$ cat config.mk
export PLATFORM = sky130hd
export DESIGN_NAME = branch_hazard_unit
export DESIGN_NICKNAME = d
export VERILOG_FILES = /design/src/rtl/branch_hazard_unit.sv
export SDC_FILE = /design/constraint.sdc
export NUM_CORES = 1
export LEC_CHECK = 0
export CORE_MARGIN = 2
export CORE_UTILIZATION = 39
export DETAILED_ROUTE_END_ITERATION = 16
export GPL_TIMING_DRIVEN = 0
export PLACE_DENSITY = 0.92
export SYNTH_ARGS = -nofsm -noshare
export SYNTH_HDL_FRONTEND = slang
export SYNTH_SLANG_ARGS = --single-unit
export TNS_END_PERCENT = 50
$ cat constraint.sdc
create_clock -name clk_i -period 2.3 [get_ports clk_i]
set_clock_uncertainty 0.05 [all_clocks]
set_input_delay 0.345 -clock clk_i [delete_from_list [all_inputs] [get_ports clk_i]]
set_output_delay 0.345 -clock clk_i [all_outputs]
set_load 0.01 [all_outputs]
$ cat src/rtl/branch_hazard_unit.sv
// branch_hazard_unit
// Stall/flush control for the ID-stage branch comparator and the ID/EX
// load-use path. Shadow slots track the writeback intent of the
// instructions in EX (_p1) and MEM (_p2).
// Optional feature: define BRANCH_HAZARD_PERF_CNT_EN to build a saturating
// stall-cycle counter on stall_cnt_o; otherwise stall_cnt_o is tied to 0.
module branch_hazard_unit (
  input  logic        clk_i,
  input  logic        rst_i,
  input  logic        id_valid_i,
  input  logic        id_is_branch_i,
  input  logic [4:0]  id_rs_addr_i,
  input  logic [4:0]  id_rt_addr_i,
  input  logic        id_uses_rt_i,
  input  logic        id_reg_write_i,
  input  logic        id_mem_read_i,
  input  logic [4:0]  id_write_addr_i,
  input  logic        branch_taken_i,
  output logic        stall_o,
  output logic        flush_o,
  output logic [31:0] stall_cnt_o
);

  // EX shadow slot
  logic       ex_vld_p1;
  logic       ex_rw_p1;
  logic       ex_mr_p1;
  logic [4:0] ex_addr_p1;
  // MEM shadow slot
  logic       mem_vld_p2;
  logic       mem_rw_p2;
  logic       mem_mr_p2;
  logic [4:0] mem_addr_p2;

  logic ex_wr_rs, ex_wr_rt, mem_wr_rs, mem_wr_rt;
  logic haz_rs, haz_rt, rt_read;

  // A slot produces r when it is a live writer of a non-zero register
  function automatic logic writes_reg(input logic vld, input logic rw,
                                      input logic [4:0] addr, input logic [4:0] r);
    return vld & rw & (addr == r) & (r != 5'd0);
  endfunction

  assign ex_wr_rs  = writes_reg(ex_vld_p1,  ex_rw_p1,  ex_addr_p1,  id_rs_addr_i);
  assign ex_wr_rt  = writes_reg(ex_vld_p1,  ex_rw_p1,  ex_addr_p1,  id_rt_addr_i);
  assign mem_wr_rs = writes_reg(mem_vld_p2, mem_rw_p2, mem_addr_p2, id_rs_addr_i);
  assign mem_wr_rt = writes_reg(mem_vld_p2, mem_rw_p2, mem_addr_p2, id_rt_addr_i);

  // Branch needs the value at the start of ID: nothing from EX, no load from MEM.
  // Any consumer of a load sitting in EX must wait (load-use).
  assign haz_rs = (id_is_branch_i & ex_wr_rs)
                | (id_is_branch_i & mem_wr_rs & mem_mr_p2)
                | (ex_wr_rs & ex_mr_p1);
  assign haz_rt = (id_is_branch_i & ex_wr_rt)
                | (id_is_branch_i & mem_wr_rt & mem_mr_p2)
                | (ex_wr_rt & ex_mr_p1);

  assign rt_read = id_uses_rt_i | id_is_branch_i;

  // Both operand hazards fold into one stall; stale operands suppress the flush
  always_comb begin
    stall_o = id_valid_i & (haz_rs | (rt_read & haz_rt));
    flush_o = id_valid_i & id_is_branch_i & branch_taken_i & ~stall_o;
  end

  // Slot control: a stall or empty ID becomes a bubble in EX; MEM follows EX
  always_ff @(posedge clk_i) begin
    if (rst_i) begin
      ex_vld_p1  <= 1'b0;
      ex_rw_p1   <= 1'b0;
      ex_mr_p1   <= 1'b0;
      mem_vld_p2 <= 1'b0;
      mem_rw_p2  <= 1'b0;
      mem_mr_p2  <= 1'b0;
    end else begin
      ex_vld_p1  <= id_valid_i & ~stall_o;
      ex_rw_p1   <= id_reg_write_i;
      ex_mr_p1   <= id_mem_read_i;
      mem_vld_p2 <= ex_vld_p1;
      mem_rw_p2  <= ex_rw_p1;
      mem_mr_p2  <= ex_mr_p1;
    end
  end

  // Slot destination addresses; only meaningful while the valid bit is set
  always_ff @(posedge clk_i) begin
    ex_addr_p1  <= id_write_addr_i;
    mem_addr_p2 <= ex_addr_p1;
  end

`ifdef BRANCH_HAZARD_PERF_CNT_EN
  logic [31:0] stall_cnt_p1;

  function automatic logic [31:0] sat_inc(input logic [31:0] x);
    return (x == 32'hFFFF_FFFF) ? x : x + 32'd1;
  endfunction

  // Count stalled cycles, holding at full scale
  always_ff @(posedge clk_i) begin
    if (rst_i)
      stall_cnt_p1 <= 32'd0;
    else if (stall_o)
      stall_cnt_p1 <= sat_inc(stall_cnt_p1);
  end

  assign stall_cnt_o = stall_cnt_p1;
`else
  assign stall_cnt_o = 32'd0;
`endif

endmodule

# ---- Word level (Yosys, flattened, before mapping)
# Index checks and enable logic that the tools add are counted.
dict set report totals {
  latchBits 0
  rom_bits 0
  mem_bits_rw 0
  in_bits 23
  wordCells 45
  memories 0
  reg_bits 16
  out_inout_bits 34
}
dict set report op_classes {
  n_mul 0
  n_eq_ne 4
  n_bitwise 31
  shift 0
  reduce_logical 2
  add_sub_neg 0
  magnitude_cmp 0
  n_div 0
  mux 0
}
# cell count
set op_table {}
lappend op_table {{bitwise AND 1 bit} 24}
lappend op_table {{equality test 5 bit} 4}
lappend op_table {{nonzero test 5 bit} 2}
lappend op_table {{bitwise OR 1 bit} 6}
lappend op_table {{NOT 1 bit} 1}

# ---- Depth between registers and ports, before layout
# Gate-level depths: netlist of the first run.
dict set report logic_depth {
  ltp_word 12
  depth_mapped 5
  mapped_depth_nobuf 5
}

# ---- Least setup slack after synthesis of the first run
# No wires, ideal clock.
dict set report synth_timing {
  path_type {input to output}
  startpoint {input port id_rs_addr_i[1]}
  endpoint {output port flush_o}
  path_stages 4
  t_arrival_ns 1.371
  setup_slack_ns 0.534
  path_buffers 0
  required_ns 1.905
  cell_sequence {or4_1 > o22ai_1 > a21oi_1 > nor3_1}
}
dict set report synth_via {
  elab_chain_cells 11
  elab_cells_between_ends 17
  classes_between {eq/ne: 2; bitwise: 14; reduce/logical: 1}
}
# element line
set synth_rtl {}
lappend synth_rtl {{from (decl)} 12} ;# input logic [4:0] id_rs_addr_i,
lappend synth_rtl {{equality test 5 bit} 41} ;# return vld & rw & (addr == r) & (r != 5'd0);
lappend synth_rtl {{bitwise AND 1 bit (2 in series)} 41}
lappend synth_rtl {{bitwise AND 1 bit (2 in series)} 52} ;# | (id_is_branch_i & mem_wr_rs & mem_mr_p2)
lappend synth_rtl {{bitwise OR 1 bit} 52}
lappend synth_rtl {{bitwise OR 1 bit (*)} 53} ;# | (ex_wr_rs & ex_mr_p1);
lappend synth_rtl {{bitwise OR 1 bit (*)} 62} ;# stall_o = id_valid_i & (haz_rs | (rt_read & haz_rt));
lappend synth_rtl {{bitwise AND 1 bit (*)} 62}
lappend synth_rtl {{NOT 1 bit (*)} 63} ;# flush_o = id_valid_i & id_is_branch_i & branch_taken_i & ~stall_o;
lappend synth_rtl {{bitwise AND 1 bit (*)} 63}
lappend synth_rtl {{to (decl)} 20} ;# output logic flush_o,
# Every way passes the cells marked *; elsewhere a longest branch is shown, timed or not.

# ---- Final worst setup path of the first run
dict set report layout_timing {
  startpoint {register ex_addr_p1[3]}
  endpoint {output port flush_o}
}
dict set report layout_via {
  elab_chain_cells 11
  elab_cells_between_ends 19
  classes_between {eq/ne: 2; bitwise: 17}
}
# element line
set layout_rtl {}
lappend layout_rtl {{from (decl)} 28} ;# logic [4:0] ex_addr_p1;
lappend layout_rtl {{from (signal assigned)} 87} ;# ex_addr_p1 <= id_write_addr_i;
lappend layout_rtl {{equality test 5 bit} 41}
lappend layout_rtl {{bitwise AND 1 bit (2 in series)} 41}
lappend layout_rtl {{bitwise AND 1 bit} 54} ;# assign haz_rt = (id_is_branch_i & ex_wr_rt)
lappend layout_rtl {{bitwise OR 1 bit} 55} ;# | (id_is_branch_i & mem_wr_rt & mem_mr_p2)
lappend layout_rtl {{bitwise OR 1 bit} 56} ;# | (ex_wr_rt & ex_mr_p1);
lappend layout_rtl {{bitwise AND 1 bit} 62}
lappend layout_rtl {{bitwise OR 1 bit (*)} 62}
lappend layout_rtl {{bitwise AND 1 bit (*)} 62}
lappend layout_rtl {{NOT 1 bit (*)} 63}
lappend layout_rtl {{bitwise AND 1 bit (*)} 63}
# Marks and branches as above.

==> impl_metrics.env, run 1 <==
export IMPL_clock_sinks=16
export IMPL_viasPerCell=4.092
export IMPL_path_max_fanout=2
export IMPL_ys_ff_latch=16
export IMPL_post_dp_cell_area_um2=1303
export IMPL_post_place_ws_ns=-0.6311
export IMPL_critical_path_class="reg2out"
export IMPL_gp_congestion=0.9182
export IMPL_post_drt_wl_per_cell_um=10.66
export IMPL_critical_path_max_stage_delay_ns=0.36
export IMPL_hold_worst_slack_ns=0.3510
export IMPL_arrival_ns=1.84
export IMPL_synth_top_family_by_area="buffers and inverters"
export IMPL_rsz0062_at_grt="true"
export IMPL_worstReg2RegStart="ex_addr_p1[3]$_DFF_P_"
export IMPL_hold_viol_final=0
export IMPL_track_usage_pct=15.57
export IMPL_p_leak_uw=0.0006776
export IMPL_min_to="mem_addr_p2[2]$_DFF_P_"
export IMPL_drv_slew=0
export IMPL_path_cells="xor2_1 > nor4_1 > nand4_1 > a211oi_2 > buf_4 > nor3_2 > buf_2"
export IMPL_remaining_drc_errors=0
export IMPL_h_tree_depth=1
export IMPL_cts_inserted_buffers=3
export IMPL_synth_xor_area_share_pct=19.23
export IMPL_cts_root_buf="clkbuf_4"
export IMPL_grt_max_degree=9
export IMPL_clockBufferDepth=2
export IMPL_rows=17
export IMPL_finalPower_uw=609.9
export IMPL_netlist_instances=94
export IMPL_fin_ws_ns=0.06270
export IMPL_fin_nets=182
export IMPL_port_buffers=24
export IMPL_die_w_um=52.33
export IMPL_finalCriticalPeriod_ns=2.237
export IMPL_grt_pass1_vias=744
export IMPL_status="finished, final reports clean"
export IMPL_seq_area_frac_synth_pct=35.16
export IMPL_drt_initial_drc_count=2
export IMPL_synth_avg_cell_area_um2=9.690
export IMPL_reg2reg_depth=8
export IMPL_layout_common_cells="buf_4 (37), conb_1 (32), dfxtp_1 (15)"
export IMPL_dieArea_um2=2738
export IMPL_max_clock_freq_ghz=0.4470
export IMPL_report_final_setup_viol=0
export IMPL_syn_to_final_growth_pct=51.24
export IMPL_design_area_um2=1378
export IMPL_die_y_um=52.33
export IMPL_crit_family="simple AND/OR/NAND/NOR gates"
export IMPL_path_buf_inv=2
export IMPL_slowest_stage="dfxtp_4"
export IMPL_ir_drop_v=0.0003201
export IMPL_hp_start="ex_addr_p1[2]$_DFF_P_"
export IMPL_wl_mm=1.972
export IMPL_core_um2=2212
export IMPL_drive_above_1_share_pct=33.76
export IMPL_p_per_area_nw_per_um2=442.8
export IMPL_place_hpwl_mm=1.606
export IMPL_maxCapViolCount=0
export IMPL_yosys_area_share_simple_pct=14.84
export IMPL_grt_use_met1_pct=14.21
export IMPL_ioPinCount=57
export IMPL_critPathCaptureType="output pin"
export IMPL_synth_compound_area_share_pct=3.984
export IMPL_start_kind="register"
export IMPL_r2r_end="ex_vld_p1$_SDFF_PP0_"
export IMPL_hold_class="reg2reg"
export IMPL_vias=757
export IMPL_met3_usage_pct=3.714
export IMPL_syn_area_um2=910.9
export IMPL_grt_pass1_wl_mm=3.125
export IMPL_gr_total_overflow=0
export IMPL_initial_core_util_pct=41.18
export IMPL_ys_warn_count=0
export IMPL_met2_usage_pct=31.25
export IMPL_final_common_cell="buf_4"
export IMPL_antenna_found_initial=0
export IMPL_clk_pin_slew_ns=0.09
export IMPL_synthAdderAreaFrac_pct=0
export IMPL_detail_route_antenna_nets=0
export IMPL_finalCritPeriodShare_pct=97.27
export IMPL_antenna_cells=0
export IMPL_required_ns=1.90
export IMPL_reg2reg_slack_ns=0.53
export IMPL_yosys_mux_area_fraction_pct=0
export IMPL_top_usage_layer="met2"
export IMPL_timing_hold_worst_path_depth=0
export IMPL_cts_tree="built"
export IMPL_clkLatencyLatePin_ns=0.30
export IMPL_dr_pass1_iters=2
export IMPL_yosys_cell_types_count=18
==> logic make-up (layout without fill, tap and decap cells) <==
family	after synthesis	after routing
xor gates and xnor gates	20	20
AOI/OAI and AO/OA	5	5
buffers and inverters	32	64
DFF	16	16
other	1	32
and+or+nand+nor	20	20
==> per-layer routing <==
metal	vias to the layer above	wire length, um
li1	377	-
met1	321	707
met2	54	981
met3	5	239
met4	0	44
met5	-	0
==> where the power goes <==
part / total [uW] / switching (uW) / leakage (uW) / internal (uW)
registers: 303 / 11.9 / 0.000134 / 291
clock network: 152 / 91.2 / 0.0000138 / 61.2
logic: 155 / 67.8 / 0.000529 / 87.0
==> cell type report <==
| type | instances | area (um2) |
|---|---|---|
| timing repair buffer | 29 | 255.2 |
| tap | 28 | 35.03 |
| buffer | 32 | 240.2 |
| sequential | 16 | 324.1 |
| multi-input combinational | 77 | 500.5 |
| fill | 186 | 834.6 |
| clock buffer | 3 | 22.52 |
==> state kept, by name, summed over array words and instances (netlist names) <==
name and flops:
ex_rw_p1 1, mem_vld_p2 1, mem_addr_p2 5, ex_vld_p1 1, ex_addr_p1 5, mem_rw_p2 1, ex_mr_p1 1, mem_mr_p2 1
==> metrics by stage <==
stage | std cells | setup TNS [ns] | util [%]
after global routing | 185 | -0.04231 | 62.27
after CTS | 183 | 0 | 61.37
after floorplan | 125 | 0 | -
after detailed placement | 177 | -1.145 | 58.88
after global placement | 177 | -1.115 | 58.88
final | 185 | 0 | 62.27
==> Yosys cell counts <==
| library cell | count | area share (%) |
|---|---|---|
| nand3_1 | 3 | 1.6 |
| or4_1 | 2 | 1.6 |
| buf_4 | 32 | 26 |
| a21oi_1 | 2 | 1.1 |
| conb_1 | 1 | 0.41 |
| nand4_1 | 3 | 2.1 |
| o21a_1 | 1 | 0.82 |
| xor2_1 | 14 | 13 |
| nor4_2 | 1 | 1.4 |
| o22ai_1 | 1 | 0.69 |
| nor2b_1 | 5 | 3.4 |
| nor3_1 | 1 | 0.55 |
| xnor2_1 | 6 | 5.8 |
| nor4b_2 | 1 | 1.6 |
| dfxtp_1 | 16 | 35 |
| nor4_1 | 3 | 2.1 |
| nor2_1 | 1 | 0.41 |
| a211oi_2 | 1 | 1.4 |
==> worst max path at each step <==
stage	startpoint	to	slack [ns]	cells past startpoint
finish	ex_addr_p1[3]$_DFF_P_	flush_o	0.06	7
global route	ex_addr_p1[3]$_DFF_P_	flush_o	-0.04	7
CTS	ex_addr_p1[1]$_DFF_P_	stall_o	0.01	6
detailed placement	id_is_branch_i	stall_o	-0.63	7
global placement	id_is_branch_i	stall_o	-0.61	7
floorplan	id_rs_addr_i[1]	flush_o	0.53	4
==> worst register-to-register path, stage by stage (launching register included) <==
cell and delay, ns:
dfxtp_4 0.36, xor2_1 0.16, nor4_1 0.27, nand4_1 0.16, a211oi_2 0.26, buf_4 0.17
buf_4 0.10, buf_4 0.10, nor4b_2 0.03
==> timing repair <==
| action | 4_1_cts | 5_1_grt |
|---|---|---|
| resized for setup | 22 | 5 |
| setup buffers | 3 | 2 |
| pin swaps | 9 | 4 |
| endpoints found under the setup margin | 2 | 2 |
| cloned | 0 | 0 |
| hold buffers | 0 | 0 |
Note: power is estimated with default switching activity, not from simulation.
==> run 2, diff against run 1 <==
--- a/config.mk
+++ b/config.mk
@@ -6,11 +6,12 @@
 export NUM_CORES = 1
 export LEC_CHECK = 0
 export CORE_MARGIN = 2
-export CORE_UTILIZATION = 39
+export CORE_UTILIZATION = 32
 export DETAILED_ROUTE_END_ITERATION = 16
 export GPL_TIMING_DRIVEN = 0
-export PLACE_DENSITY = 0.92
+export PLACE_DENSITY = 0.81
+export SKIP_CTS_REPAIR_TIMING = 1
 export SYNTH_ARGS = -nofsm -noshare
 export SYNTH_HDL_FRONTEND = slang
 export SYNTH_SLANG_ARGS = --single-unit
-export TNS_END_PERCENT = 50
+export TNS_END_PERCENT = 5
==> constraint.sdc (replaced) <==
create_clock -name clk_i -period 1.9 [get_ports clk_i]
set_clock_uncertainty 0.05 [all_clocks]
set_input_delay 0.285 -clock clk_i [delete_from_list [all_inputs] [get_ports clk_i]]
set_output_delay 0.285 -clock clk_i [all_outputs]
set_load 0.01 [all_outputs]
==> run 2 against run 1 <==
  * The run now ends with negative setup slack left
  * Wire length is 8.7% lower
  * Cell area is 1.5% higher
  * Count of clock-buffer cells in the layout is 1 higher
  * Non-clock buffer count is 3 lower
  * Via count is 3.3% lower
  * Sequential share of layout area is 0.45 points lower
  * Largest power group unchanged
==> impl_metrics.env, run 2 (synthesis gave the netlist of run 1 again) <==
export IMPL_status="finished, violations left"
export IMPL_violations="negative setup slack"
export IMPL_rsz0062_at_grt="true"
export IMPL_drive_above_1_share_pct=32.90
export IMPL_hold_viol_final=0
export IMPL_ir_drop_v=0.0005017
export IMPL_viasPerCell=3.935
export IMPL_timing_hold_worst_path_depth=0
export IMPL_antenna_found_initial=0
export IMPL_slowest_stage="a211oi_2"
export IMPL_final_common_cell="buf_4"
export IMPL_reg2reg_depth=6
export IMPL_hp_start="ex_addr_p1[1]$_DFF_P_"
export IMPL_max_clock_freq_ghz=0.4538
export IMPL_critical_path_class="reg2out"
export IMPL_arrival_ns=1.87
export IMPL_ioPinCount=57
export IMPL_drt_initial_drc_count=7
export IMPL_start_kind="register"
export IMPL_reg2reg_slack_ns=0.21
export IMPL_post_place_ws_ns=-0.8744
export IMPL_grt_pass1_vias=709
export IMPL_worstReg2RegStart="ex_addr_p1[1]$_DFF_P_"
export IMPL_detail_route_antenna_nets=0
export IMPL_antenna_cells=0
export IMPL_finalCriticalPeriod_ns=2.204
export IMPL_core_um2=2734
export IMPL_post_drt_wl_per_cell_um=9.677
export IMPL_maxCapViolCount=0
export IMPL_path_cells="xor2_1 > nor4_2 > nand4_1 > a211oi_2 > o21a_1 > buf_2"
export IMPL_cp_startpoint="ex_addr_p1[1]$_DFF_P_"
export IMPL_gr_total_overflow=0
export IMPL_clockBufferDepth=2
export IMPL_reg_top3="ex_addr_p1: 5 flops, mem_addr_p2: 5 flops"
export IMPL_drv_slew=0
export IMPL_clock_sinks=16
export IMPL_cts_tree="built"
export IMPL_clkLatencyLatePin_ns=0.29
export IMPL_grt_pass1_wl_mm=2.718
export IMPL_critPathCaptureType="output pin"
export IMPL_gp_congestion=0.8261
export IMPL_place_hpwl_mm=1.490
export IMPL_die_w_um=57.35
export IMPL_wl_mm=1.800
export IMPL_required_ns=1.56
export IMPL_clk_pin_slew_ns=0.09
export IMPL_layout_common_cells="buf_4 (34), conb_1 (32), clkdlybuf4s50_1 (15)"
export IMPL_initial_core_util_pct=33.32
export IMPL_remaining_drc_errors=0
export IMPL_cts_inserted_buffers=3
export IMPL_path_max_fanout=3
export IMPL_vias=732
export IMPL_track_usage_pct=10.45
export IMPL_hold_class="reg2reg"
export IMPL_h_tree_depth=1
export IMPL_r2r_end="ex_vld_p1$_SDFF_PP0_"
export IMPL_rows=19
export IMPL_fin_nets=179
export IMPL_fin_ws_ns=-0.3038
export IMPL_die_y_um=57.35
export IMPL_port_buffers=24
export IMPL_critical_path_max_stage_delay_ns=0.37
export IMPL_p_per_area_nw_per_um2=554.8
export IMPL_endpoint="stall_o"
export IMPL_p_leak_uw=0.0007197
export IMPL_dr_pass1_iters=4
export IMPL_grt_max_degree=10
export IMPL_fin_util_pct=51.17
export IMPL_syn_to_final_growth_pct=53.57
export IMPL_cts_root_buf="clkbuf_4"
export IMPL_report_final_setup_viol=2
export IMPL_dieArea_um2=3289
export IMPL_finalCritPeriodShare_pct=116.0
run 2: layout make-up:
class / count / area (um2)
Tap cell: 31 / 38.79
Fill cell: 267 / 1335
Multi-Input combinational cell: 77 / 498.0
Buffer: 32 / 240.2
Timing Repair Buffer: 26 / 262.8
Sequential cell: 16 / 322.8
Clock buffer: 4 / 36.28
run 2: power by group:
| group | internal [uW] | switching, uW |
|---|---|---|
| clock network | 117 | 104 |
| registers | 353 | 14.8 |
| logic | 110 | 77.7 |
run 2: worst min path at each step:
stage,end,slack (ns)
finish,mem_addr_p2[1]$_DFF_P_,0.34
CTS,mem_addr_p2[1]$_DFF_P_,0.35
detailed placement,mem_addr_p2[1]$_DFF_P_,0.34
global placement,mem_addr_p2[0]$_DFF_P_,0.33
floorplan,ex_addr_p1[0]$_DFF_P_,0.26
global route,mem_addr_p2[1]$_DFF_P_,0.34
run 2: per-stage QoR:
stage | cell area, um2 | power, uW | setup TNS (ns) | hold WS (ns) | std cells
2_1_floorplan | 1027 | 488.4 | 0 | 0.2627 | 125
3_3_place_gp | 1306 | 551.7 | -1.713 | 0.3286 | 180
3_5_place_dp | 1306 | 555.7 | -1.778 | 0.3367 | 180
4_1_cts | 1343 | 768.7 | -1.676 | 0.3505 | 184
5_1_grt | 1399 | 816.2 | -0.7808 | 0.3422 | 186
6_report | 1399 | 776.0 | -0.5669 | 0.3366 | 186
run 2: critical path: cells and delay by family, from the launching register on:
family / cells / cell delay [ns]
AO/OA/AOI/OAI: 2 / 0.52
buffers and inverters: 1 / 0.12
flip-flops: 1 / 0.34
XOR/XNOR: 1 / 0.16
AND/OR/NAND/NOR: 2 / 0.43
run 2: layer usage:
metal | up-vias | track usage, % | part of all wire [%]
met5 | - | 0 | 0
li1 | 373 | - | -
met4 | 0 | 5.980 | 3.2
met1 | 315 | 9.818 | 34
met3 | 6 | 2.041 | 8.4
met2 | 38 | 20.45 | 55
